### src/rtl/sdram_arbiter.sv
// Two-client arbiter in front of a single-command SDRAM controller; at most one transaction in flight.
// Define SDRAM_ARBITER_ROUND_ROBIN_EN for round-robin tie-breaking; otherwise client 0 has fixed priority.
module sdram_arbiter (
    input  logic        clk,
    input  logic        reset_n,
    input  logic [1:0]  c0_command,
    input  logic [21:0] c0_address,
    input  logic [15:0] c0_data_write,
    output logic        c0_ack,
    output logic [15:0] c0_data_read,
    input  logic [1:0]  c1_command,
    input  logic [21:0] c1_address,
    input  logic [15:0] c1_data_write,
    output logic        c1_ack,
    output logic [15:0] c1_data_read,
    output logic [1:0]  command,
    output logic [21:0] data_address,
    output logic [15:0] data_write,
    input  logic [15:0] data_read,
    input  logic        data_ready,
    input  logic        data_next
);

    typedef enum logic [1:0] {
        IDLE      = 2'd0,
        ISSUE     = 2'd1,
        WAIT_READ = 2'd2
    } state_t;

    localparam logic [1:0] CMD_IDLE  = 2'd0;
    localparam logic [1:0] CMD_WRITE = 2'd1;
    localparam logic [1:0] CMD_READ  = 2'd2;

    state_t      state;
    state_t      state_next;
    logic        grant;        // 0 = client 0 owns the current transaction
    logic        grant_next;
    logic [1:0]  command_next;
    logic [21:0] address_next;
    logic [15:0] wdata_next;
    logic        c0_req;
    logic        c1_req;
    logic        pick;
    logic        ack_any;
    logic        read_done;

    // Commands 0 (idle) and 3 (reserved) never count as a request.
    assign c0_req = (c0_command == CMD_WRITE) || (c0_command == CMD_READ);
    assign c1_req = (c1_command == CMD_WRITE) || (c1_command == CMD_READ);

`ifdef SDRAM_ARBITER_ROUND_ROBIN_EN
    logic last;
    logic last_next;

    // On a tie the client that was not granted last wins.
    always_comb begin
        if (c0_req && c1_req) begin
            pick = ~last;
        end else begin
            pick = ~c0_req;
        end
    end

    always_comb begin
        last_next = last;
        if ((state == IDLE) && (c0_req || c1_req)) begin
            last_next = pick;
        end
    end

    always_ff @(posedge clk or negedge reset_n) begin
        if (!reset_n) begin
            last <= 1'b1;
        end else begin
            last <= last_next;
        end
    end
`else
    always_comb begin
        pick = ~c0_req;
    end
`endif

    always_comb begin
        state_next   = state;
        grant_next   = grant;
        command_next = command;
        address_next = data_address;
        wdata_next   = data_write;
        ack_any      = 1'b0;
        read_done    = 1'b0;
        case (state)
            IDLE: begin
                if (c0_req || c1_req) begin
                    grant_next   = pick;
                    command_next = pick ? c1_command    : c0_command;
                    address_next = pick ? c1_address    : c0_address;
                    wdata_next   = pick ? c1_data_write : c0_data_write;
                    state_next   = ISSUE;
                end
            end
            ISSUE: begin
                // data_ready is deliberately not looked at here, even on a read.
                if (data_next) begin
                    command_next = CMD_IDLE;
                    if (command == CMD_WRITE) begin
                        ack_any    = 1'b1;
                        state_next = IDLE;
                    end else begin
                        state_next = WAIT_READ;
                    end
                end
            end
            WAIT_READ: begin
                if (data_ready) begin
                    ack_any    = 1'b1;
                    read_done  = 1'b1;
                    state_next = IDLE;
                end
            end
            default: begin
                state_next = IDLE;
            end
        endcase
    end

    always_ff @(posedge clk or negedge reset_n) begin
        if (!reset_n) begin
            state        <= IDLE;
            grant        <= 1'b0;
            command      <= CMD_IDLE;
            data_address <= '0;
            data_write   <= '0;
        end else begin
            state        <= state_next;
            grant        <= grant_next;
            command      <= command_next;
            data_address <= address_next;
            data_write   <= wdata_next;
        end
    end

    // Reset forces IDLE asynchronously, so these strobes drop to 0 with it.
    assign c0_ack       = ack_any & ~grant;
    assign c1_ack       = ack_any &  grant;
    assign c0_data_read = (read_done && !grant) ? data_read : 16'h0000;
    assign c1_data_read = (read_done &&  grant) ? data_read : 16'h0000;

endmodule

### config.mk
export PLATFORM = sky130hd
export DESIGN_NAME = sdram_arbiter
export DESIGN_NICKNAME = d
export VERILOG_FILES = /design/src/rtl/sdram_arbiter.sv
export SDC_FILE = /design/constraint.sdc
export NUM_CORES = 1
export LEC_CHECK = 0
export CAP_MARGIN = 20
export CORE_MARGIN = 3
export CORE_UTILIZATION = 37
export DETAILED_ROUTE_END_ITERATION = 10
export GPL_TIMING_DRIVEN = 0
export PLACE_DENSITY_LB_ADDON = 0.12
export SLEW_MARGIN = 20
export SYNTH_ARGS = -nofsm -noshare
export SYNTH_HDL_FRONTEND = slang
export SYNTH_SLANG_ARGS = --single-unit
### constraint.sdc
create_clock -name clk -period 2.1 [get_ports clk]
set_clock_uncertainty 0.05 [all_clocks]
set_input_delay 0.21 -clock clk [delete_from_list [all_inputs] [get_ports clk]]
set_output_delay 0.21 -clock clk [all_outputs]
set_load 0.02 [all_outputs]
==> summary.md <==
| Metric | Value |
|---|---|
| Initial Util | `0.383` |
| Vias in the first global route | `2,284` |
| DR DRC count | `0` |
| # H-tree levels | `2` |
| Setup crit start | `state[0]$_DFFE_PN0P_` |
| GRT overflow | `0` |
| Syn Inst Count | `200` |
| Final-report hold violation count | `0` |
| Top post-synthesis cells by count | `mux2_4 (70), dfrtp_1 (43), and2_1 (32)` |
| Synth Register Bits | `43` |
| Reg2reg path depth | `7` |
| Critical Path Sink | `c1_data_read[3]` |
| Worst reg2reg setup slack | `210 ps` |
| Vias/cell | `4.65` |
| Number of antenna repair diodes | `0` |
| Iteration-0 DRC Markers | `61` |
| Met2 usage | `0.302` |
| Max-cap viol count | `0` |
| Max stage delay on crit path | `410 ps` |
| Die width | `92.9 µm` |
| CTS tree | `yes` |
| Seq/Total Area, Yosys | `0.385` |
| FFs w/ async S/R, synth | `1.00` |
| Worst-path fanout max | `10` |
| Period utilization | `0.956` |
| Gp weighted congestion | `0.772` |
| GRT met3 Usage | `0.0707` |
| Met1 usage | `0.212` |
| Crit-path cells | `inv_1 > ha_2 > and3_4 > buf_6 > and2_1 > clkdlybuf4s15_2` |
| Crit path capture type | `output port` |
| Setup Viol. Count Final | `0` |
| Maximum vdd drop | `0.000598 V` |
| Clock period minus worst slack | `2010 ps` |
| Setup CP Type | `reg2out` |
| Levels on crit path | `6` |
| Crit path buffers/inverters | `3` |
| Initial antenna violation count | `0` |
| TritonCTS Buffers | `5` |
| RSZ-0062 raised after global routing | `no` |
| CP delay by family, top | `buffers and inverters` |
| GR peak layer | `met2` |
| Syn nets | `303` |
| Post-Route WL | `7.76 mm` |
| Yosys warnings | `0` |
| Post-synth EDFFs | `0` |
| Drt pass-1 iters | `4` |
| Final Max Tran Viols | `0` |
| CP required | `1840 ps` |
| Hold/Removal Path Class | `in2async` |
| Post-Syn Area | `0.00279 mm²` |
| Total GRT Usage | `0.180` |
| Die area | `0.00863 mm²` |
| First-pass GRT wire length | `12.1 mm` |
| Die H | `92.9 µm` |
| Clk sinks | `43` |
| Worst path arrival time | `1750 ps` |
| Slew @ Worst Pin | `589 ps` |
| Worst-path clk slew | `90 ps` |
| Longest Clk Path Bufs | `2` |
| Port buffer count | `173` |
| Critical path startpoint category | `flop` |
| Area delta synth->final | `70.3%` |
| Yosys top cell area share | `0.385` |
| Largest net degree at the start of global routing | `24` |
| Core ar. | `0.00729 mm²` |
| Root buffer selected by CTS | `clkbuf_8` |
| Average instance area after synthesis | `14.0 µm²` |
| Main flop type after synthesis | `dfrtp_1` |
| Reg-to-Reg Start | `state[0]$_DFFE_PN0P_` |
| Setup TNS Final | `0 ps` |
| Via count | `2,243` |
| WHS | `398 ps` |
| Largest area contributor in the synthesized netlist | `dfrtp_1` |
| Top-Level Pins | `174` |
| Status | `finished, final reports clean` |
| Routed len/inst | `16.1 µm` |
| Slew HR | `0.605` |
| Lkg Pwr | `2.21 nW` |
| CP max stage cell | `dfrtp_1` |
| DP Wirelength | `6.17 mm` |
| Top cells by area, synth | `dfrtp_1 (39%), mux2_4 (38%), and2_1 (7.2%)` |
| Worst r2r dst | `data_address[12]$_DFFE_PN0P_` |
| PD cells | `1150 mW/mm²` |
| Yosys cell types | `31` |
| Clk Latency, worst-skew pair | `300 ps` |
| Max frequency | `0.498 GHz` |
| Layout Nets | `485` |
| FP Rows | `31` |
| Layout cells sized above 1 | `0.316` |
| Count leader, synth | `mux2_4` |
| Antenna Violating Nets Remaining | `0` |
==> layout by cell type (no fill, tap or decap), drive strengths merged <==
master / synthesis / layout
dfrtp: 43 / 43
maj3: 2 / 2
clkbuf: 2 / 7
nand3: 1 / 1
clkinv: 0 / 1
nand3b: 1 / 1
ha: 3 / 3
o22ai: 2 / 2
dlygate4sd2: 0 / 14
nand2: 3 / 3
clkdlybuf4s50: 0 / 138
a211oi: 2 / 2
dlygate4sd3: 0 / 1
nor2: 1 / 1
nand2b: 3 / 3
a32o: 1 / 1
o32a: 1 / 1
nor2b: 3 / 3
and3b: 1 / 1
bufinv: 0 / 1
and3: 2 / 2
buf: 8 / 24
clkdlybuf4s15: 0 / 7
and4: 1 / 1
nor4b: 1 / 1
o22a: 1 / 1
a211o: 1 / 1
xnor2: 2 / 2
mux2: 76 / 76
inv: 5 / 5
a21oi: 1 / 1
and2: 32 / 32
o21a: 1 / 1
==> worst min-delay path by stage <==
stage                              start  slack, ps                           to  cells after the start
6_report                         reset_n        400  data_address[9]$_DFFE_PN0P_                      2
4_1_cts                          reset_n        360  data_address[9]$_DFFE_PN0P_                      2
3_3_place_gp   data_write[1]$_DFFE_PN0P_        440    data_write[1]$_DFFE_PN0P_                      1
3_5_place_dp                     reset_n        170  data_address[9]$_DFFE_PN0P_                      1
2_1_floorplan                    reset_n       -140       command[0]$_DFFE_PN0P_                      0
5_1_grt                          reset_n        450  data_address[9]$_DFFE_PN0P_                      2
==> state kept, by name, indices dropped and copies added (netlist names) <==
name	flops
data_write	16
state	2
command	2
data_address	22
grant	1
==> worst reg2reg max path, cell delays in order, from the launching register on <==
cell and delay, ps:
dfrtp_1 410, inv_1 90, ha_1 260, inv_1 130
a21oi_4 160, buf_6 190, buf_8 180, mux2_4 310
==> metrics by stage <==
step                       util  total power, mW  worst slack (ps)  cell area (µm²)  instances
final                     0.653             5.47              93.1             4760        482
after global routing      0.653             5.78              7.20             4760        482
after CTS                 0.663             5.53             -19.8             4830        482
after detailed placement  0.641             4.83              -359             4670        473
after global placement    0.638             4.79              -396             4650        472
after floorplan               -             3.47               413             2790        200
==> area by class of cell <==
type	instances	area, µm²
fillers	618	2530
flip-flops and latches	43	1080
multi-input cells	142	1620
repair buffers	175	1690
plain buffers	10	111
well taps	99	124
inverters	5	18.8
clock inverters	2	35.0
clock buffers	6	82.6
==> power breakdown <==
group	leakage [nW]	internal, mW	switching [mW]
sequential	0.506	1.26	0.251
clock	0.0612	0.385	0.295
combinational	1.64	1.90	1.38
==> routing by layer <==
metal  vias to the layer above  wire length [µm]
met5                         -                 0
met1                      1056              3000
met3                         6               935
met2                       118              3740
met4                         0                72
li1                       1063                 -
==> logic make-up (layout without fill, tap and decap cells) <==
kind of cell,after synthesis,in the layout,share of synthesized area
flip-flops,43,43,0.385
adder cells (fa/ha/maj),5,5,0.0206
multiplexers,76,76,0.400
buffers and inverters,15,198,0.0403
XOR/XNOR,2,2,0.0130
AND/OR/NAND/NOR,49,49,0.109
AO/OA/AOI/OAI,10,10,0.0318
==> repair_timing <==
| item | 4_1_cts | 5_1_grt |
|---|---|---|
| gates resized for setup | 83 | 16 |
| pin swaps | 0 | 0 |
| hold buffers | 1 | 0 |
| setup buffers | 0 | 0 |
| setup endpoints to repair | 34 | 22 |
| hold endpoints to repair | 20 | 0 |
Power figures use the tool's default switching activity.
